===== src/rtl/nfca_seq_pkg.sv =====
// Shared types and constants for the NFC-A transaction scheduler.
// Latency: n/a (package only).
// Backpressure: n/a (package only).
package nfca_seq_pkg;

  // Core clock in Hz; the default cycle budgets below derive from it.
  localparam int unsigned CLK_HZ = 81_360_000;

  localparam int unsigned DEF_GUARD_CYCLES      = CLK_HZ / 200;  // 5 ms
  localparam int unsigned DEF_RX_TIMEOUT_CYCLES = CLK_HZ / 100;  // 10 ms
  localparam int unsigned DEF_IDLE_OFF_CYCLES   = CLK_HZ;        // 1 s

  typedef enum logic [2:0] {
    S_IDLE,
    S_CARRIER_UP,
    S_TX_KICK,
    S_TX_WAIT,
    S_RX_WAIT,
    S_RESP
  } state_e;

  // Status codes returned to the requester.
  localparam logic [1:0] ST_OK      = 2'd0;
  localparam logic [1:0] ST_NO_RESP = 2'd1;
  localparam logic [1:0] ST_RX_ERR  = 2'd2;
  localparam logic [1:0] ST_OFF_ACK = 2'd3;

endpackage


===== src/rtl/nfca_cycle_timer.sv =====
// Shared cycle counter for guard time, RX timeout and idle auto-off.
// Latency: expire is combinational on the registered count.
// Backpressure: none; the owner gates run/clear by state.
module nfca_cycle_timer #(
  parameter int unsigned CW = 32
) (
  input  logic          clk,
  input  logic          rst,
  input  logic          clear,
  input  logic          run,
  input  logic [CW-1:0] limit,
  output logic          expire
);

  logic [CW-1:0] cnt_q;
  logic [CW-1:0] cnt_d;

  // Next count: clear has priority over run.
  always_comb begin
    cnt_d = cnt_q;
    if (clear) begin
      cnt_d = '0;
    end else if (run) begin
      cnt_d = cnt_q + CW'(1);
    end
  end

  // Count register with synchronous reset.
  always_ff @(posedge clk) begin
    if (rst) begin
      cnt_q <= '0;
    end else begin
      cnt_q <= cnt_d;
    end
  end

  // Limit is the last count value of the interval (length - 1).
  assign expire = run & (cnt_q == limit);

endmodule


===== src/rtl/nfca_txn_scheduler.sv =====
// Runs one NFC-A transaction: carrier up, guard, TX kick, RX window, status.
// Latency: carrier on -> tx_start 1 cycle after accept; carrier off -> 1+GUARD.
// Backpressure: req_ready only in IDLE; status held until rsp_ready.
module nfca_txn_scheduler
  import nfca_seq_pkg::*;
#(
  parameter int unsigned GUARD_CYCLES      = DEF_GUARD_CYCLES,
  parameter int unsigned RX_TIMEOUT_CYCLES = DEF_RX_TIMEOUT_CYCLES,
  parameter int unsigned IDLE_OFF_CYCLES   = DEF_IDLE_OFF_CYCLES,
  parameter int unsigned CW                = 32
) (
  input  logic       clk,
  input  logic       rst,
  input  logic       req_valid,
  output logic       req_ready,
  input  logic       req_carrier_off,
  input  logic       req_rx_expect,
  output logic       tx_start,
  input  logic       tx_done,
  output logic       rx_en,
  input  logic       rx_done,
  input  logic       rx_err,
  output logic       carrier_en,
  output logic       rsp_valid,
  input  logic       rsp_ready,
  output logic [1:0] rsp_status
);

  state_e        state_q;
  logic          carrier_en_q;
  logic          tx_start_q;
  logic          rx_en_q;
  logic          rsp_valid_q;
  logic [1:0]    rsp_status_q;
  logic          rx_expect_q;

  logic          req_fire;
  logic          tmr_run;
  logic          tmr_clear;
  logic          tmr_expire;
  logic [CW-1:0] tmr_limit;

  assign req_ready = (state_q == S_IDLE) & ~rst;
  assign req_fire  = req_valid & req_ready;

  // The timer only runs in the three timed phases; it restarts from 0 on
  // every entry because it is held clear in all other states, on expiry
  // and on request acceptance (an accepted request beats idle auto-off).
  assign tmr_run   = (state_q == S_CARRIER_UP) | (state_q == S_RX_WAIT) |
                     ((state_q == S_IDLE) & carrier_en_q);
  assign tmr_clear = ~tmr_run | tmr_expire | req_fire;

  // Select the interval limit for whichever timed phase is active.
  always_comb begin
    tmr_limit = CW'(IDLE_OFF_CYCLES - 1);
    case (state_q)
      S_CARRIER_UP: tmr_limit = CW'(GUARD_CYCLES - 1);
      S_RX_WAIT:    tmr_limit = CW'(RX_TIMEOUT_CYCLES - 1);
      default:      tmr_limit = CW'(IDLE_OFF_CYCLES - 1);
    endcase
  end

  nfca_cycle_timer #(.CW(CW)) u_timer (
    .clk    (clk),
    .rst    (rst),
    .clear  (tmr_clear),
    .run    (tmr_run),
    .limit  (tmr_limit),
    .expire (tmr_expire)
  );

  // Transaction FSM with all outputs registered alongside the state.
  always_ff @(posedge clk) begin
    if (rst) begin
      state_q      <= S_IDLE;
      carrier_en_q <= 1'b0;
      tx_start_q   <= 1'b0;
      rx_en_q      <= 1'b0;
      rsp_valid_q  <= 1'b0;
      rsp_status_q <= ST_OK;
      rx_expect_q  <= 1'b0;
    end else begin
      tx_start_q <= 1'b0;
      case (state_q)
        S_IDLE: begin
          if (req_fire) begin
            rx_expect_q <= req_rx_expect;
            if (req_carrier_off) begin
              carrier_en_q <= 1'b0;
              rsp_valid_q  <= 1'b1;
              rsp_status_q <= ST_OFF_ACK;
              state_q      <= S_RESP;
            end else if (!carrier_en_q) begin
              carrier_en_q <= 1'b1;
              state_q      <= S_CARRIER_UP;
            end else begin
              tx_start_q <= 1'b1;
              state_q    <= S_TX_KICK;
            end
          end else if (tmr_expire) begin
            carrier_en_q <= 1'b0;
          end
        end
        S_CARRIER_UP: begin
          if (tmr_expire) begin
            tx_start_q <= 1'b1;
            state_q    <= S_TX_KICK;
          end
        end
        S_TX_KICK: begin
          state_q <= S_TX_WAIT;
        end
        S_TX_WAIT: begin
          if (tx_done) begin
            if (rx_expect_q) begin
              rx_en_q <= 1'b1;
              state_q <= S_RX_WAIT;
            end else begin
              rsp_valid_q  <= 1'b1;
              rsp_status_q <= ST_OK;
              state_q      <= S_RESP;
            end
          end
        end
        S_RX_WAIT: begin
          // A frame ending on the timeout cycle still counts as received.
          if (rx_done) begin
            rx_en_q      <= 1'b0;
            rsp_valid_q  <= 1'b1;
            rsp_status_q <= rx_err ? ST_RX_ERR : ST_OK;
            state_q      <= S_RESP;
          end else if (tmr_expire) begin
            rx_en_q      <= 1'b0;
            rsp_valid_q  <= 1'b1;
            rsp_status_q <= ST_NO_RESP;
            state_q      <= S_RESP;
          end
        end
        S_RESP: begin
          if (rsp_ready) begin
            rsp_valid_q <= 1'b0;
            state_q     <= S_IDLE;
          end
        end
        default: begin
          state_q <= S_IDLE;
        end
      endcase
    end
  end

  assign carrier_en = carrier_en_q;
  assign tx_start   = tx_start_q;
  assign rx_en      = rx_en_q;
  assign rsp_valid  = rsp_valid_q;
  assign rsp_status = rsp_status_q;

endmodule


===== config.mk =====
export PLATFORM = sky130hd
export DESIGN_NAME = nfca_txn_scheduler
export DESIGN_NICKNAME = d
export VERILOG_FILES = /design/src/rtl/nfca_seq_pkg.sv /design/src/rtl/nfca_cycle_timer.sv /design/src/rtl/nfca_txn_scheduler.sv
export SDC_FILE = /design/constraint.sdc
export NUM_CORES = 1
export LEC_CHECK = 0
export CAP_MARGIN = 20
export CORE_ASPECT_RATIO = 1.2
export CORE_UTILIZATION = 41
export CTS_CLUSTER_DIAMETER = 100
export DETAILED_ROUTE_END_ITERATION = 7
export PLACE_DENSITY = 0.59
export SYNTH_ARGS = -nofsm -noshare
export SYNTH_HDL_FRONTEND = slang
export SYNTH_SLANG_ARGS = --single-unit
export TNS_END_PERCENT = 20

===== constraint.sdc =====
create_clock -name clk -period 3 [get_ports clk]
set_clock_uncertainty 0.2 [all_clocks]
set_input_delay 0.6 -clock clk [delete_from_list [all_inputs] [get_ports clk]]
set_output_delay 0.6 -clock clk [all_outputs]
set_load 0.1 [all_outputs]

==> metrics.cfg <==
[worst_setup_path]
r2r_cells=6
crit_buf_inv=0
cp_slowest_stage_delay_ns=0.54
end_kind=flip-flop
crit_fanout=5
startpoint=u_timer.cnt_q[23]
critPathArrivalTime_ns=2.78
start_kind=flip-flop
r2r-end=rsp_status[1]
crit_path_top_delay_cell=or4_4
path_depth=6
path_cells=or4_1 > or4_4 > a211oi_4 > a21oi_4 > or3_4 > mux2_4
cp_top_family=simple AND/OR/NAND/NOR gates
r2r_slack_ns=0.21
critPathKind=reg -> reg
r2r-start=u_timer.cnt_q[23]
worstPathRequired_ns=2.99

[floorplanning]
dieArea_sq_um=5670
die_w_um=68.9
coreArea_sq_um=5040
rows=28
initial_utilization=0.436
fp.dieH_um=82.3
ioPinCount=16

[place]
numPortBuffers=15
dp.cells=339
place_congestion=0.801
dp_hpwl_mm=3.74

[sta]
final.setup.tns_ns=0
setup_viol=0
post-route-period-util=0.931
worst_slew_pin_slew_ns=0.437
rsz0062_at_grt=false
min_period_ns=2.79
slew_violations=0
relSlewSlack=0.708
fmax_mhz=358
hold_violations=0

[detailed_routing]
route.detailed.drc=0
drtAntennaViolNets=0
wl_per_cell_um=14.8
first_pass_iters=4
routed_wl_mm=5.12
viasPerCell=5.49
first_iter_violations=86
vias=1898

[logic_synthesis]
avgSynthCellArea_sq_um=8.31
synth-main-ff-cell=dfxtp_1
synth_area_leader_cell=dfxtp_1
synth_cell_types=52
synthCells=265
synth_top_area_frac=0.382
ys_warn_count=0
synth_seq_cells=42
ys_top_cells_by_area=dfxtp_1 (38%), xnor2_1 (8.4%), nor2_1 (8.2%), xor2_1 (4.0%), nand3_1 (3.9%)
synth_nets=275
synth-seq-area-share=0.382
netlist_area_sq_um=2200
async_reset_ff_frac=0
synth_edf_count=0

[clocking]
path_clk_slew_ns=0.08
cts-htree-levels=2
root_buffer=clkbuf_8
hold_buffers=0
post_cts_resized=0
post_cts_buffers=0
numClockSinks=42
clk_latency_ns=0.29
clk_path_buf_depth=2
cts_tree=yes
cts_buffers=5

[final_layout]
diodes=0
instances_no_fill=346
final_common_cell=nor2_1
area_delta_synth_final_pct=16.3
final_util=0.507
nets=296
most-common-layout-cells=nor2_1 (48), dfxtp_1 (42), xnor2_1 (21)
nFillCells=513
layout-drive-gt1-share=0.119

[min_path]
holdPathEnd=u_timer.cnt_q[0]
min_from=u_timer.cnt_q[0]
min_path_type=reg -> reg
min_path_cells=1

[global_routing]
gr-total-overflow=0
grt_pass1_vias=1783
grtUsageTotal=0.198
grt_max_degree=32
grt_pass1_wl_mm=8.27
antenna_found_initial=0

[power]
ir_worst_vdd_mv=0.262
p_leak_uw=0.000842
power_density_nw_per_um2=666

[outcome]
status=finished clean

[flow_run]
cap_violations=0

==> cell usage after synthesis (4+ instances only) <==
master	instances
or3_1	4
a21oi_1	10
inv_1	7
xor2_1	10
dfxtp_1	42
nand2_1	14
nor2_1	48
xnor2_1	21
nand4_1	6
and3_1	7
nor4_1	7
nor3_1	6
nand3_1	17
and4_1	4
clkbuf_1	6
nor3b_1	4
==> power by group <==
part           switching, uW  total, uW  internal, uW
Sequential              37.5        637           599
Combinational            460        720           260
Clock                    187        348           161
Total                    685       1700          1020
==> registers in the layout, indices dropped and copies added (netlist names) <==
register / cells
rsp_status: 2
tx_start: 1
rx_expect_q: 1
u_timer.cnt_q: 32
rsp_valid: 1
rx_en: 1
carrier_en: 1
state_q: 3
==> layout make-up <==
type	instances	area, sq um	share of cell area
Clock buffer	7	76.3	0.0298
Multi-Input combinational cell	204	1300	0.508
Sequential cell	42	841	0.329
Inverter	7	26.3	0.0103
Timing Repair Buffer	26	240	0.0939
Tap cell	60	75.1	0.0293
==> worst max-delay path by stage <==
stage,endpoint
5_1_grt,state_q[0]
4_1_cts,rsp_status[1]
3_3_place_gp,rsp_status[1]
3_5_place_dp,rsp_status[1]
2_1_floorplan,u_timer.cnt_q[31]
6_report,rsp_status[1]
==> metrics by stage <==
| stage | power, uW | setup slack (ns) | area (sq um) | hold slack (ns) |
|---|---|---|---|---|
| after floorplan | 1170 | 0.0218 | 2220 | 0.218 |
| after global placement | 1370 | 0.229 | 2480 | 0.236 |
| after detailed placement | 1370 | 0.206 | 2480 | 0.253 |
| after CTS | 1720 | 0.199 | 2560 | 0.273 |
| after global routing | 1810 | 0.138 | 2560 | 0.311 |
| final | 1700 | 0.206 | 2560 | 0.264 |
==> cells by family (layout without fill, tap and decap cells) <==
kind of cell               after synthesis  after routing  share of synthesized area
muxes                                    3              3                     0.0165
and+or+nand+nor                        138            138                      0.331
AOI/OAI and AO/OA                       31             31                      0.107
DFF                                     42             42                      0.382
xor gates and xnor gates                31             31                      0.123
buffers and inverters                   19             40                     0.0341
adders and majority gates                1              1                    0.00568
==> layer usage <==
layer  vias to the layer above  track usage  part of all wire
met5                         -            0                 0
met4                         0       0.0755             0.014
met3                         6       0.0330             0.029
met2                        33        0.348              0.49
met1                       884        0.236              0.47
li1                        975            -                 -
No activity file was read; power rests on OpenSTA's default activity.
